==> src/rtl/packet_pkg.sv <==
// Shared FSM encoding and header decode helpers for the packet assembler.
package packet_pkg;

   typedef enum logic [4:0] {
      ST_IDLE    = 5'b00001,
      ST_HDR1    = 5'b00010,
      ST_PAYLOAD = 5'b00100,
      ST_OUT     = 5'b01000,
      ST_DISCARD = 5'b10000
   } state_t;

   // Bit position of each byte lane within a 32-bit header beat
   localparam int unsigned LANE0_LSB = 0;
   localparam int unsigned LANE1_LSB = 8;
   localparam int unsigned LANE2_LSB = 16;
   localparam int unsigned LANE3_LSB = 24;

   // Header fields are little endian per field. A full byte reversal gives:
   //   word 0 -> [31:16] streamId, [15:0] msgLength
   //   word 1 -> [31:0]  seqNumber
   function automatic logic [31:0] hdr_swap(input logic [31:0] w);
      return {w[LANE0_LSB +: 8], w[LANE1_LSB +: 8], w[LANE2_LSB +: 8], w[LANE3_LSB +: 8]};
   endfunction

endpackage

==> src/rtl/packet_assembler_seq_tracker.sv <==
// Per-stream last-seen sequence numbers with a registered gap pulse.
module seq_tracker #(
   parameter int unsigned NUM_STREAMS = 32,
   parameter int unsigned SEQ_W       = 32,
   parameter int unsigned IDX_W       = 5
) (
   input  logic             i_clk,
   input  logic             i_rst_n,
   input  logic [IDX_W-1:0] index,
   input  logic [SEQ_W-1:0] seq,
   input  logic             check,
   output logic             mismatch
);

   logic [SEQ_W-1:0] tbl [NUM_STREAMS];
   logic [SEQ_W-1:0] expected;

   // Next sequence number for the addressed stream, wrapping modulo 2^SEQ_W
   always_comb begin
      expected = tbl[index] + SEQ_W'(1);
   end

   // Flag a gap and always resync the entry to the received number
   always_ff @(posedge i_clk or negedge i_rst_n) begin
      if (!i_rst_n) begin
         for (int unsigned i = 0; i < NUM_STREAMS; i++) begin
            tbl[i] <= '0;
         end
         mismatch <= 1'b0;
      end else begin
         mismatch <= check && (seq != expected);
         if (check) begin
            tbl[index] <= seq;
         end
      end
   end

endmodule

==> src/rtl/packet_assembler.sv <==
// Header parse, payload packing and length check for a 32-bit beat stream.
module packet_assembler
   import packet_pkg::*;
#(
   parameter int unsigned MAX_WORDS   = 9,
   parameter int unsigned NUM_STREAMS = 32,
   parameter int unsigned SEQ_W       = 32,
   parameter int unsigned CNT_W       = $clog2(MAX_WORDS + 1)
) (
   input  logic                    i_clk,
   input  logic                    i_rst_n,
   input  logic [31:0]             i_data,
   input  logic                    i_valid,
   input  logic                    i_last,
   output logic                    o_ready,
   output logic [MAX_WORDS*32-1:0] o_data,
   output logic                    o_valid,
   input  logic                    i_ready,
   output logic [15:0]             o_stream_id,
   output logic [SEQ_W-1:0]        o_seq,
   output logic [CNT_W-1:0]        o_word_count,
   output logic                    o_len_err,
   output logic                    o_packetLost,
   output logic                    o_drop
);

   localparam int unsigned IDX_W   = (NUM_STREAMS > 1) ? $clog2(NUM_STREAMS) : 1;
   localparam logic [15:0] MAX_W16 = 16'(MAX_WORDS);
   localparam logic [15:0] NUM_S16 = 16'(NUM_STREAMS);

   state_t           state;
   logic             accept;
   logic [31:0]      hdr;
   logic             sid_ok;
   logic [15:0]      msg_len;
   logic [15:0]      rcv;
   logic [16:0]      rcv_inc;
   logic [16:0]      exp_beats;
   logic             ovf;
   logic             len_bad;
   logic             trk_check;
   logic [IDX_W-1:0] trk_idx;

   // Handshake, header decode and length comparison for the current beat
   always_comb begin
      accept    = i_valid && o_ready;
      hdr       = hdr_swap(i_data);
      sid_ok    = (hdr[31:16] != 16'd0) && (hdr[31:16] <= NUM_S16);
      rcv_inc   = {1'b0, rcv} + 17'd1;
      exp_beats = ({1'b0, msg_len} + 17'd3) >> 2;
      // Includes the beat being accepted now, so the last beat can overflow too
      len_bad   = (exp_beats != rcv_inc) || ovf || (rcv >= MAX_W16);
      trk_check = accept && (state == ST_HDR1);
      trk_idx   = IDX_W'(o_stream_id - 16'd1);
   end

   // Packet FSM with registered handshake, payload buffer and status outputs
   always_ff @(posedge i_clk or negedge i_rst_n) begin
      if (!i_rst_n) begin
         state        <= ST_IDLE;
         o_ready      <= 1'b1;
         o_valid      <= 1'b0;
         o_data       <= '0;
         o_stream_id  <= '0;
         o_seq        <= '0;
         o_word_count <= '0;
         o_len_err    <= 1'b0;
         o_drop       <= 1'b0;
         msg_len      <= '0;
         rcv          <= '0;
         ovf          <= 1'b0;
      end else begin
         o_drop <= 1'b0;
         case (state)
            ST_IDLE: begin
               if (accept) begin
                  msg_len     <= hdr[15:0];
                  o_stream_id <= hdr[31:16];
                  if (i_last) begin
                     o_drop <= 1'b1;
                  end else if (!sid_ok) begin
                     state <= ST_DISCARD;
                  end else begin
                     state        <= ST_HDR1;
                     o_data       <= '0;
                     o_word_count <= '0;
                     o_len_err    <= 1'b0;
                     rcv          <= '0;
                     ovf          <= 1'b0;
                  end
               end
            end
            ST_HDR1: begin
               if (accept) begin
                  o_seq <= hdr[SEQ_W-1:0];
                  if (i_last) begin
                     state     <= ST_OUT;
                     o_ready   <= 1'b0;
                     o_valid   <= 1'b1;
                     o_len_err <= (exp_beats != 17'd0);
                  end else begin
                     state <= ST_PAYLOAD;
                  end
               end
            end
            ST_PAYLOAD: begin
               if (accept) begin
                  if (rcv < MAX_W16) begin
                     for (int unsigned w = 0; w < MAX_WORDS; w++) begin
                        if (rcv == 16'(w)) begin
                           o_data[w*32 +: 32] <= i_data;
                        end
                     end
                     o_word_count <= CNT_W'(rcv_inc);
                  end else begin
                     ovf <= 1'b1;
                  end
                  if (rcv != 16'hFFFF) begin
                     rcv <= rcv_inc[15:0];
                  end
                  if (i_last) begin
                     state     <= ST_OUT;
                     o_ready   <= 1'b0;
                     o_valid   <= 1'b1;
                     o_len_err <= len_bad;
                  end
               end
            end
            ST_OUT: begin
               if (i_ready) begin
                  state   <= ST_IDLE;
                  o_valid <= 1'b0;
                  o_ready <= 1'b1;
               end
            end
            ST_DISCARD: begin
               if (accept && i_last) begin
                  state  <= ST_IDLE;
                  o_drop <= 1'b1;
               end
            end
            default: begin
               state   <= ST_IDLE;
               o_ready <= 1'b1;
               o_valid <= 1'b0;
            end
         endcase
      end
   end

   seq_tracker #(
      .NUM_STREAMS(NUM_STREAMS),
      .SEQ_W      (SEQ_W),
      .IDX_W      (IDX_W)
   ) u_seq_tracker (
      .i_clk   (i_clk),
      .i_rst_n (i_rst_n),
      .index   (trk_idx),
      .seq     (hdr[SEQ_W-1:0]),
      .check   (trk_check),
      .mismatch(o_packetLost)
   );

endmodule

==> config.mk <==
export PLATFORM = sky130hd
export DESIGN_NAME = packet_assembler
export DESIGN_NICKNAME = d
export VERILOG_FILES = /design/src/rtl/packet_pkg.sv /design/src/rtl/packet_assembler_seq_tracker.sv /design/src/rtl/packet_assembler.sv
export SDC_FILE = /design/constraint.sdc
export NUM_CORES = 2
export LEC_CHECK = 0
export ABC_AREA = 1
export CAP_MARGIN = 10
export CORE_MARGIN = 2
export CORE_UTILIZATION = 50
export CTS_BUF_LIST = sky130_fd_sc_hd__clkbuf_8
export DETAILED_ROUTE_END_ITERATION = 10
export PLACE_DENSITY_LB_ADDON = 0.25
export SYNTH_ARGS = -nofsm -noshare
export SYNTH_HDL_FRONTEND = slang
export SYNTH_SLANG_ARGS = --single-unit
==> constraint.sdc <==
create_clock -name i_clk -period 4.75 [get_ports i_clk]
set_input_delay 0.475 -clock i_clk [delete_from_list [all_inputs] [get_ports i_clk]]
set_output_delay 0.475 -clock i_clk [all_outputs]
set_load 0.01 [all_outputs]
Yosys cells after proc, flatten, opt, wreduce, memory -nomap -nowiden
Index checks and enable logic that the tools add are counted.
- register bits after elaboration: 1407
- input port bits: 37
- output and inout bits: 345
- logic and storage cells: 201
- add/sub/neg operators: 4
- $lt $le $gt $ge: 5
- equality and inequality tests: 39
- mux-type cells: 66
- bitwise gates (word level): 2
- reduce and logical (&&, ||, !) cells: 32
- operator list (cell ; number):
    $mux W288 ; 5
    $bwmux W1024 ; 1
    $pmux W288 S2 ; 1
    $mux W32 ; 12
    $bmux W32 S5 ; 1
    $demux W32 S5 ; 1
    $mux W16 ; 5
    $reduce_and A7 Y1 ; 10
    $eq A16 B3 Y1 const B ; 4
    $ne A2 B2 Y1 const B ; 21
    $mux W5 ; 8
    $add A32 B1 Y32 const B ; 1
    $eq A16 B2 Y1 const B ; 2
    $ne A32 B32 Y1 ; 1
    $pmux W16 S2 ; 1
    $pmux W5 S5 ; 1
    $mux W4 ; 6
    $mux W1 ; 18
    $reduce_and A6 Y1 ; 3
    $add A16 B1 Y17 const B ; 1
    $add A16 B2 Y17 const B ; 1
    $ne A15 B17 Y1 ; 1
    $reduce_bool A17 Y1 ; 1
    $eq A16 B1 Y1 const B ; 1
    29 further kinds ; 41

Logic depth before layout (Yosys ltp)
- word-level depth: 8
- depth in mapped cells: 34
- gate-level depth less buffers: 25

Hierarchy
Synthesis repeated with hierarchy kept, for this count alone.
- cell total of the unflattened synthesis: 8720
- area total of the unflattened synthesis: 66050.8 µm²
- modules (own cells, without submodules) (module ; instances ; cells each ; area each (µm²) ; sequential area each (µm²)):
    seq_tracker ; 1 ; 6519 ; 48604.1 ; 25649.6
    packet_assembler ; 1 ; 2201 ; 17446.7 ; 9561.7

Worst setup path before layout
Ideal clock, no wire load.
- path kind: register to register
- from: register o_stream_id[0]
- to: register u_seq_tracker.mismatch
- setup time: 128 ps
- arrival: 4299 ps
- required time: 4622 ps
- setup slack: 323 ps
- stages on the path, launching flop included: 29
- buffers on the path: 12
- clock period less this slack: 4427 ps
- cells stage by stage: dfrtp_1 clkbuf_1 inv_2 buf_2 buf_2 buf_2 buf_2 buf_1 ha_1 buf_2 inv_1 buf_2 buf_2 buf_2 buf_1 clkbuf_1 a21oi_1 a22oi_1 o22ai_1 nor2_1 nand2_1 inv_1 nand4_1 nand3_1 nand2_1 nor2_1 nand2_1 nor2_1 nor2_1
- cells in the longest elaborated chain, start to end: 8
- RTL lines (what ; RTL line ; text):
    from (decl) ; packet_assembler.sv:19 ; output logic [15:0] o_stream_id,
    from (signal assigned) ; packet_assembler.sv:78 ; o_stream_id <= hdr[31:16];
    $sub A5 B1 Y5 ; packet_assembler.sv:54 ; trk_idx = IDX_W'(o_stream_id - 16'd1);
    $not A5 Y6 (implied by the code) ; packet_assembler_seq_tracker.sv:20 ; expected = tbl[index] + SEQ_W'(1);
    $bmux W32 S5 ; packet_assembler_seq_tracker.sv:20 ;
    $mux W32 (implied by the code) (2 in a row) ; packet_assembler_seq_tracker.sv:20 ;
    $add A32 B1 Y32 ; packet_assembler_seq_tracker.sv:20 ;
    $ne A32 B32 Y1 ; packet_assembler_seq_tracker.sv:31 ; mismatch <= check && (seq != expected);
    $logic_and A1 B1 Y1 ; packet_assembler_seq_tracker.sv:31 ;
    to (signal assigned) ; packet_assembler_seq_tracker.sv:31 ;
    to (decl) ; packet_assembler_seq_tracker.sv:12 ; output logic mismatch
No other way between the ends. The select of a mux whose other input is x is not followed.
A chain may end at the register's enable or synchronous reset.

Worst setup path after layout
- from: register o_stream_id[2]
- to: register u_seq_tracker.mismatch
The elaborated chain is that of the path after synthesis.

==> impl_summary.txt <==
----------------------------------------------------
[Final layout]
  Layout-stage area growth over the synthesis result ... 16.9%
  Footprint of the flip-flops and latches ... 35200 um^2
  Multi-input gate area in the final layout ... 24400 um^2
  Layout filler cell count ... 10900
  Layout cell share with drive strength beyond 1 ... 7.43%
  Cell Count, Final, Fillers Out ... 9700
  Number of nets in the layout ... 7906

[Clock network]
  Cell at the root of the clock tree ... clkbuf_8
  Total CTS buffers ... 225
  Worst-skew pair later-pin latency ... 1.00 ns
  Buffer count from post-CTS setup fixing ... 0
  Buffer levels on the longest clock path ... 3
  Sink count of the clock tree ... 1407
  H-tree depth ... 4
  Clock tree from TritonCTS ... built
  Clock slew at reported path FFs ... 0.07 ns

[Worst setup path]
  Cell with the most instances on the worst path ... nand2_1
  Classification of the worst setup path ... reg -> reg
  Delay of the slowest cell on the worst path ... 0.77 ns
  Data arrival time of the critical path ... 5.25 ns
  Endpoint class of the critical path ... register
  Critical path data required time ... 5.61 ns
  Maximum fanout count along the critical path ... 11
  Category of the worst setup path launch point ... register
  CP max stage cell ... nor2_2
  Worst-path cell chain ... nor2_1 > nand2_1 > nand2_1 > nand2_2 > nor2_2 > nand3_1 > nand2_1 > inv_1 > nand2_1 > ha_1 > nand2_1 > nor2_2 > nand2_1 > nor2_2 > nand2_1 > nand2_1 > nand2_1 > nor2_1 > nand2_1 > nor2_1 > nand3_1 > nor2_1 > nor2_1

[Routing]
  Antenna-violating nets left ... 0
  Number of detailed-route iterations in the first pass ... 6
  DRC violation count after routing ... 0
  Routed wire length on met3 ... 22.6 mm
  Vias per cell ... 5.72
  Met1 Wirelength ... 86.9 mm
  Average detailed-routed wire length per instance ... 22.2 um
  Overall via count from detail_route ... 55500
  Top routing layer in use ... met5
  Number of DRC markers in iteration 0 ... 7045
  Total wire length ... 215 mm
  Met2 Routed Length ... 95.4 mm

[Synth]
  Post-synthesis sequential element count ... 1407
  Gate count of the mapped netlist ... 7646
  Leading post-synthesis cells by cell area ... dfrtp_1, nand2_1, o21ai_0
  Largest area contributor in the synthesized netlist ... dfrtp_1
  Netlist Area Pre-Place ... 62800 um^2
  Flip-flop cell with the highest count after synthesis ... dfrtp_1
  Proportion of netlist area held by the largest area contributor ... 56.0%
  Asr flop ratio synth ... 100%
  Synth warnings ... 0
  EDFF count, synth ... 0
  Post-synthesis cell type count ... 42
  Top-count cell post-synth ... nand2_1
  Sequential element share of the synthesized area ... 56.1%
  Syn_area_per_cell ... 8.21 um^2
  Net count after synthesis ... 7693
  Leading cell types by count after synthesis ... nand2_1, dfrtp_1, o21ai_0

[Global route]
  Largest net degree at the start of global routing ... 218
  Total global routing track utilization ... 33.5%
  Wire length of the first global-routing pass ... 327 mm
  Number of antenna violations at the first check in global routing ... 8
  Via count of the first global-routing pass ... 52800
  Overflow after GRT ... 0

[Power]
  Peak supply drop ... 1210 uV
  Overall power after layout ... 47.3 mW
  Cell Pwr Density ... 645 nW/um^2
  Leakage component of the power ... 34.2 nW

[Timing]
  Worst clock skew ... 0.0733 ns
  Max-slew headroom at the worst pin ... 18.1%
  Post-route minimum period ... 4.40 ns
  Count of endpoints failing hold in the final timing report ... 0
  Highest achievable clock rate ... 227 MHz
  Ratio of final minimum period to clock period ... 92.6%
  # setup viols final ... 0
  Setup tns final ... 0 ns
  Fin. max-slew vios ... 0
  Tightest Pin Transition ... 1.23 ns
  Unrepaired setup endpoints after global routing ... false

[Die]
  Number of rows created at floorplan ... 129
  IO Count ... 382
  Overall die area ... 128000 um^2
  Initial Utilization ... 50.6%
  Die H ... 358 um
  X dimension of the die ... 358 um
  Floorplan core area ... 124000 um^2

[Place]
  Count of port buffers added during placement ... 381
  Total placed cells including tap cells ... 9267
  Gpl congestion ... 0.953
  Detailed Place HPWL ... 130 mm

[Worst hold path]
  Hold/Removal Path Class ... in -> reg

[Run status]
  Run status ... finished, final reports clean

[Flow run]
  Max-capacitance violation count ... 0

----------------------------------------------------
[layer usage]
| layer | GRT usage (%) | vias up |
|---|---|---|
| li1 | - | 25300 |
| met1 | 45.5 | 26900 |
| met2 | 50.3 | 2728 |
| met3 | 9.22 | 542 |
| met4 | 15.4 | 6 |
| met5 | 0 | - |
[kinds of logic (layout without fill, tap and decap cells)]
| group | after synthesis | after routing | synth area share [%] |
|---|---|---|---|
| mux | 96 | 96 | 1.53 |
| xor+xnor | 47 | 48 | 0.680 |
| flops | 1407 | 1407 | 56.1 |
| compound gates | 1524 | 1524 | 12.4 |
| fa+ha+maj | 10 | 10 | 0.199 |
| buf+inv | 846 | 1256 | 5.26 |
| other cells | 0 | 6 | 0 |
| simple gates | 3716 | 3716 | 23.8 |
[critical path: cells and delay by family (launching register included)]
| kind | cells | cell delay (ns) |
|---|---|---|
| fa+ha+maj | 1 | 0.22 |
| buf+inv | 1 | 0.04 |
| flops | 1 | 0.63 |
| simple gates | 21 | 3.38 |
[stage by stage]
step	setup slack [ns]	util (%)	area [um^2]	hold slack, ns
finish	0.353	59.1	73400	0.128
global route	0.0778	59.1	73400	0.139
CTS	0.299	59.1	73400	0.0542
detailed placement	0.317	55.0	68200	0.463
global placement	0.387	55.0	68200	0.462
floorplan	0.323	-	62800	0.179
[placed cells by master, fill, tap and decap left out, drive strengths merged, types with 8 or more instances in the layout]
cell type      netlist  layout
inv                276     346
bufinv               0      11
xnor2                7       8
nand4               26      26
buf                141     167
a22o                16      16
o21bai               8       8
o21ai             1295    1295
nand2             2775    2775
ha                  10      10
xor2                40      40
clkinv               7      41
a21oi              161     161
nand3              655     655
mux2i               96      96
o22ai               15      15
clkdlybuf4s50        0     380
nor3                10      10
nand3b              10      10
a22oi               14      14
dfrtp             1405    1405
nor2               233     233
clkbuf             422     304
[sequential cells by signal, summed over array words and instances (netlist names)]
register / count
ovf: 1
o_word_count: 4
o_len_err: 1
o_stream_id: 16
rcv: 16
msg_len: 16
u_seq_tracker.mismatch: 1
o_valid: 1
o_data: 288
o_ready: 1
o_seq: 32
u_seq_tracker.tbl: 1024
o_drop: 1
state: 5
[timing repair]
action,in CTS,in global routing
endpoints found under the setup margin,0,1
hold endpoints to repair,101,0
resized for setup,0,1
hold buffers,1,0
[path summary, 6_finish.rpt]
path                                             from                                  to  slack, ns  depth (start not counted)
max                        o_stream_id[2]$_DFFE_PN0P_    u_seq_tracker.mismatch$_DFF_PN0_       0.35                         23
min                                        i_data[13]  u_seq_tracker.tbl[597]$_DFFE_PN0P_       0.13                          3
max reg2reg                o_stream_id[2]$_DFFE_PN0P_    u_seq_tracker.mismatch$_DFF_PN0_       0.35                         23
min reg2reg                       o_valid$_DFFE_PN0P_                 o_valid$_DFFE_PN0P_       0.48                          2
max in group asynchronous                     i_rst_n              msg_len[9]$_DFFE_PN0P_       3.15                          3
min in group asynchronous                     i_rst_n  u_seq_tracker.tbl[676]$_DFFE_PN0P_       0.19                          2
[final cells by class]
cell class	count	area share (%)
repair buffers	548	7.48
clock buffers	304	5.70
inverters	283	1.47
diodes	6	0.0205
flip-flops and latches	1407	48.0
multi-input cells	5394	33.3
well taps	1637	2.79
clock inverters	121	1.25
[where the power goes]
group          internal [mW]  switching [mW]
combinational           6.39            14.4
clock                   6.35            5.19
sequential              13.9            1.08
Power figures use the tool's default switching activity.
